### config.mk
export PLATFORM = sky130hd
export DESIGN_NAME = fp32_writeback
export DESIGN_NICKNAME = d
export VERILOG_FILES = /design/src/rtl/fp_pkg.sv /design/src/rtl/fp_wb_fifo.sv /design/src/rtl/fp32_writeback.sv
export SDC_FILE = /design/constraint.sdc
export NUM_CORES = 1
export LEC_CHECK = 0
export ABC_AREA = 1
export CORE_ASPECT_RATIO = 1.4
export CORE_UTILIZATION = 49
export DETAILED_ROUTE_END_ITERATION = 16
export PLACE_DENSITY = 0.76
export SETUP_SLACK_MARGIN = 0.5
export SLEW_MARGIN = 20
export SYNTH_ARGS = -nofsm -noshare
export SYNTH_HDL_FRONTEND = slang
export SYNTH_SLANG_ARGS = --single-unit
### constraint.sdc
create_clock -name clk -period 3.2 [get_ports clk]
set_clock_uncertainty 0.05 [all_clocks]
set_input_delay 0.48 -clock clk [delete_from_list [all_inputs] [get_ports clk]]
set_output_delay 0.48 -clock clk [all_outputs]
set_load 0.05 [all_outputs]
### src/rtl/fp_pkg.sv
// Shared types and status-bit positions for the FP32 writeback slice.
package fp_pkg;
   localparam int DATA_W     = 32;
   localparam int REG_ADDR_W = 5;

   localparam int FPSR_OF   = 0;
   localparam int FPSR_UF   = 1;
   localparam int FPSR_NV   = 2;
   localparam int FPSR_ILL  = 3;
   localparam int FPSR_ORPH = 4;
   localparam int FPSR_OVF  = 5;
   localparam int FPSR_W    = 6;

   typedef struct packed {
      logic                  valid;
      logic [REG_ADDR_W-1:0] rd;
   } fp_tag_t;

   typedef struct packed {
      logic [REG_ADDR_W-1:0] rd;
      logic [DATA_W-1:0]     data;
   } wb_entry_t;
endpackage

### src/rtl/fp_wb_fifo.sv
// Synchronous FIFO of writeback entries; pointers carry one extra wrap bit
// so full and empty are distinguished without a separate counter.
module fp_wb_fifo
   import fp_pkg::*;
#(
   parameter int DEPTH = 4
) (
   input  logic                       clk,
   input  logic                       rst,
   input  logic                       push,
   input  wb_entry_t                  din,
   input  logic                       pop,
   output wb_entry_t                  dout,
   output logic                       full,
   output logic                       empty,
   output logic [$clog2(DEPTH):0]     count
);
   localparam int IDX_W = $clog2(DEPTH);
   localparam int PTR_W = IDX_W + 1;

   wb_entry_t        mem_q [DEPTH];
   logic [PTR_W-1:0] wr_ptr_q, wr_ptr_d;
   logic [PTR_W-1:0] rd_ptr_q, rd_ptr_d;

   always_comb begin
      wr_ptr_d = wr_ptr_q + PTR_W'(push);
      rd_ptr_d = rd_ptr_q + PTR_W'(pop);
   end

   always_ff @(posedge clk or posedge rst) begin
      if (rst) begin
         wr_ptr_q <= '0;
         rd_ptr_q <= '0;
      end else begin
         wr_ptr_q <= wr_ptr_d;
         rd_ptr_q <= rd_ptr_d;
      end
   end

   // Storage is not reset; the pointers alone decide what is live.
   always_ff @(posedge clk) begin
      if (push) mem_q[wr_ptr_q[IDX_W-1:0]] <= din;
   end

   assign count = wr_ptr_q - rd_ptr_q;
   assign empty = (wr_ptr_q == rd_ptr_q);
   assign full  = (count == PTR_W'(DEPTH));
   assign dout  = mem_q[rd_ptr_q[IDX_W-1:0]];
endmodule

### src/rtl/fp32_writeback.sv
// FP32 writeback stage: pairs core results with issued tags, buffers them,
// drains to the register file, tracks sticky FPSR and issue credit.
module fp32_writeback
   import fp_pkg::*;
#(
   parameter int DATA_WIDTH     = 32,
   parameter int REG_ADDR_WIDTH = 5,
   parameter int FIFO_DEPTH     = 4,
   parameter int CORE_LATENCY   = 1
) (
   input  logic                      clk,
   input  logic                      rst,
   input  logic                      issue_valid,
   input  logic [REG_ADDR_WIDTH-1:0] issue_rd,
   output logic                      issue_ready,
   input  logic                      core_result_valid,
   input  logic [DATA_WIDTH-1:0]     core_result,
   input  logic                      core_overflow,
   input  logic                      core_underflow,
   input  logic                      core_nan,
   output logic                      rf_wr_en,
   input  logic                      rf_wr_ready,
   output logic [REG_ADDR_WIDTH-1:0] rf_wr_addr,
   output logic [DATA_WIDTH-1:0]     rf_wr_data,
   input  logic                      fpsr_clear,
   output logic [5:0]                fpsr
);
   localparam int CNT_W = $clog2(FIFO_DEPTH) + 1;
   localparam int SUM_W = $clog2(FIFO_DEPTH + CORE_LATENCY + 1) + 1;

   fp_tag_t           tag_q [CORE_LATENCY];
   fp_tag_t           tag_d [CORE_LATENCY];
   fp_tag_t           head_tag;
   logic [FPSR_W-1:0] fpsr_q, fpsr_d, fpsr_set;
   logic              pair_push, fifo_push, fifo_pop, fifo_full, fifo_empty;
   logic [CNT_W-1:0]  fifo_count;
   logic [SUM_W-1:0]  inflight;
   wb_entry_t         push_entry, head_entry;

   always_comb begin
      tag_d[0] = '{valid: issue_valid, rd: issue_rd};
      for (int i = 1; i < CORE_LATENCY; i++) tag_d[i] = tag_q[i-1];
   end

   always_ff @(posedge clk or posedge rst) begin
      if (rst) begin
         for (int i = 0; i < CORE_LATENCY; i++) tag_q[i] <= '0;
         fpsr_q <= '0;
      end else begin
         for (int i = 0; i < CORE_LATENCY; i++) tag_q[i] <= tag_d[i];
         fpsr_q <= fpsr_d;
      end
   end

   assign head_tag   = tag_q[CORE_LATENCY-1];
   assign pair_push  = head_tag.valid && core_result_valid;
   assign push_entry = '{rd: head_tag.rd, data: core_result};
   assign fifo_pop   = !fifo_empty && rf_wr_ready;
   // A full FIFO still accepts a push when the head leaves in the same cycle.
   assign fifo_push  = pair_push && (!fifo_full || fifo_pop);

   always_comb begin
      fpsr_set            = '0;
      fpsr_set[FPSR_OF]   = pair_push && core_overflow;
      fpsr_set[FPSR_UF]   = pair_push && core_underflow;
      fpsr_set[FPSR_NV]   = pair_push && core_nan;
      fpsr_set[FPSR_ILL]  = head_tag.valid && !core_result_valid;
      fpsr_set[FPSR_ORPH] = !head_tag.valid && core_result_valid;
      fpsr_set[FPSR_OVF]  = pair_push && fifo_full && !fifo_pop;
      fpsr_d = (fpsr_clear ? '0 : fpsr_q) | fpsr_set;
   end

   fp_wb_fifo #(.DEPTH(FIFO_DEPTH)) u_fifo (
      .clk   (clk),
      .rst   (rst),
      .push  (fifo_push),
      .din   (push_entry),
      .pop   (fifo_pop),
      .dout  (head_entry),
      .full  (fifo_full),
      .empty (fifo_empty),
      .count (fifo_count)
   );

   // Credit counts every tag still in the line, including the one pairing now.
   always_comb begin
      inflight = '0;
      for (int i = 0; i < CORE_LATENCY; i++) inflight = inflight + SUM_W'(tag_q[i].valid);
      issue_ready = (SUM_W'(fifo_count) + inflight) < SUM_W'(FIFO_DEPTH);
   end

   assign rf_wr_en   = !fifo_empty;
   assign rf_wr_addr = fifo_empty ? '0 : head_entry.rd;
   assign rf_wr_data = fifo_empty ? '0 : head_entry.data;
   assign fpsr       = fpsr_q;
endmodule
==> metrics.md <==
| Metric | Value |
|---|---|
| Outcome | finished clean |
| DR pass1 iterations | 4 |
| Vias in the first global route | 4380 |
| Peak Freq | 0.379 GHz |
| Number of max-cap violations | 0 |
| Antenna violations before repair | 0 |
| Least-Margin Pin Slew | 678 ps |
| HP Class | in -> async |
| Commonest non-fill, non-tap cell in the layout | nor2_1 |
| FF+latch count, synth | 166 |
| Storage cell area | 4900 um2 |
| First-pass GRT wire length | 21400 um |
| Antenna diodes | 0 |
| Initial Utilization | 0.504 |
| Kind of critical path | reg -> out |
| Clk sink count | 166 |
| Worst setup EP type | output pin |
| Multi-input gate area | 1510 um2 |
| Row count | 49 |
| Via count | 4305 |
| Chip Width | 99.5 um |
| Count of hold buffers inserted by post-cts repair | 0 |
| CP required | 2670 ps |
| IO Count | 91 |
| Crit start category | flip-flop |
| Post-route setup TNS | 0 ps |
| Max transition margin | 0.548 |
| DRC viols | 0 |
| Most frequent cells in the layout | 149 x nor2_1, 148 x edfxtp_1, 52 x buf_4 |
| Vias per cell | 5.37 |
| Port bufs | 90 |
| Warnings, synthesis | 0 |
| Die height | 139 um |
| Fin nets | 664 |
| Maximum fanout along the worst path | 19 |
| Total track usage | 0.206 |
| Syn Nets | 564 |
| RSZ-0062 raised after global routing | yes |
| Final hold vios | 0 |
| DR iter-0 viols | 269 |
| HPWL Detailed | 8200 um |
| Sequential share of the synthesized area | 0.750 |
| Layout filler cell count | 967 |
| Core region area | 12900 um2 |
| Die ar. | 13800 um2 |
| Mapped Cells | 511 |
| Layout cells sized above 1 | 0.191 |
| CTS tree | yes |
| CTS root buf | clkbuf_16 |
| Crit share post-route | 0.824 |
| Yosys cell types | 21 |
| Clock Latency Late Sink | 410 ps |
| Mapped Avg Cell Area | 12.8 um2 |
| Post-Syn Area | 6530 um2 |
| Clock buffer depth | 2 |
| GR Overflow Total | 0 |
| Drt total wl | 13700 um |
| CTS Buf Count | 17 |
| Endpoints failing setup | 0 |
| Htree depth | 4 |
| ANT nets after route | 0 |
| Layout overhead on the synthesized area | 27.2% |
| Worst Path Arrival | 2110 ps |
| Pins Over Slew Limit | 0 |
| Largest net degree at the start of global routing | 77 |
| Final GP Congestion | 0.805 |
| Post-DR wirelength/cell | 17.0 um |
| Tmin final | 2640 ps |
| Worst-path clk slew | 60 ps |
logic make-up after synthesis:
logic type      count (synthesis)  synth area share
simple gates                  176             0.103
flops                         166             0.750
compound gates                117            0.0920
buf+inv                        43            0.0380
fa+ha+maj                       7            0.0146
xor+xnor                        2           0.00269
final cells by class:
cell class                 instances  area share
sequential                       166       0.590
multi-input combinational        302       0.182
timing repair buffer             108       0.118
clock buffer                      22      0.0535
tap                              178      0.0268
clock inverter                    10      0.0217
inverter                          16     0.00814
stage by stage:
step | cells | utilization | setup WS (ps) | cell area (um2) | hold WS [ps]
floorplan | 511 | - | 455 | 6640 | 369
global placement | 768 | 0.588 | 561 | 7610 | 408
detailed placement | 768 | 0.588 | 522 | 7610 | 423
CTS | 802 | 0.640 | 524 | 8280 | 437
global route | 802 | 0.641 | 488 | 8300 | 445
finish | 802 | 0.641 | 564 | 8300 | 414
cells in the mapped netlist:
| cell type | number | area, um2 |
|---|---|---|
| a21oi_1 | 37 | 185 |
| a22o_1 | 4 | 35.0 |
| buf_2 | 9 | 45.0 |
| buf_4 | 3 | 22.5 |
| buf_6 | 8 | 90.1 |
| clkbuf_1 | 4 | 15.0 |
| clkbuf_2 | 3 | 15.0 |
| dfrtp_1 | 18 | 450 |
| edfxtp_1 | 148 | 4440 |
| fa_1 | 1 | 20.0 |
| ha_1 | 6 | 75.1 |
| inv_1 | 13 | 48.8 |
| inv_2 | 3 | 11.3 |
| nand2_1 | 17 | 63.8 |
| nand2_2 | 1 | 6.26 |
| nand3_1 | 4 | 20.0 |
| nor2_1 | 153 | 574 |
| nor3_1 | 1 | 5.00 |
| o21ai_0 | 35 | 175 |
| o21ai_1 | 41 | 205 |
| xor2_1 | 2 | 17.5 |
flip-flops by register name (all words and copies together), names as in the netlist:
name / count
fpsr: 6
head_tag: 6
u_fifo.mem_q: 148
u_fifo.rd_ptr_q: 3
u_fifo.wr_ptr_q: 3
worst paths after layout:
| path | from | end | slack (ps) | cells after the start |
|---|---|---|---|---|
| worst min-delay path | rst | head_tag[5]$_DFF_PP0_ | 410 | 2 |
| worst max-delay path | u_fifo.rd_ptr_q[0]$_DFF_PP0_ | rf_wr_data[25] | 560 | 8 |
| min in group clk | head_tag[4]$_DFF_PP0_ | u_fifo.mem_q[1][36]$_DFFE_PP_ | 440 | 0 |
| worst min register to register | head_tag[4]$_DFF_PP0_ | u_fifo.mem_q[1][36]$_DFFE_PP_ | 440 | 0 |
| worst max register to register | u_fifo.rd_ptr_q[0]$_DFF_PP0_ | u_fifo.wr_ptr_q[2]$_DFF_PP0_ | 690 | 10 |
| max in group asynchronous | rst | u_fifo.rd_ptr_q[1]$_DFF_PP0_ | 2210 | 2 |
per-layer routing:
metal,vias to the layer above,part of all wire,global-route usage
li1,1989,-,-
met5,-,0,0
met1,2135,0.39,0.245
met4,0,0.024,0.110
met2,154,0.53,0.348
met3,27,0.058,0.0444
critical path, stage by stage (launching register included):
cell and delay, ps:
dfrtp_2 430, ha_1 330, nand2_1 80, inv_1 60, nand2_4 130, inv_8 90, buf_4 190, a21oi_2 150
buf_4 220
timing repair:
action	CTS	global route
resized for setup	11	9
setup buffers	2	0
endpoints found under the setup margin	38	31
Power is not shown: default switching activity piles up to over one toggle a cycle in this logic, so the estimate is an artifact.
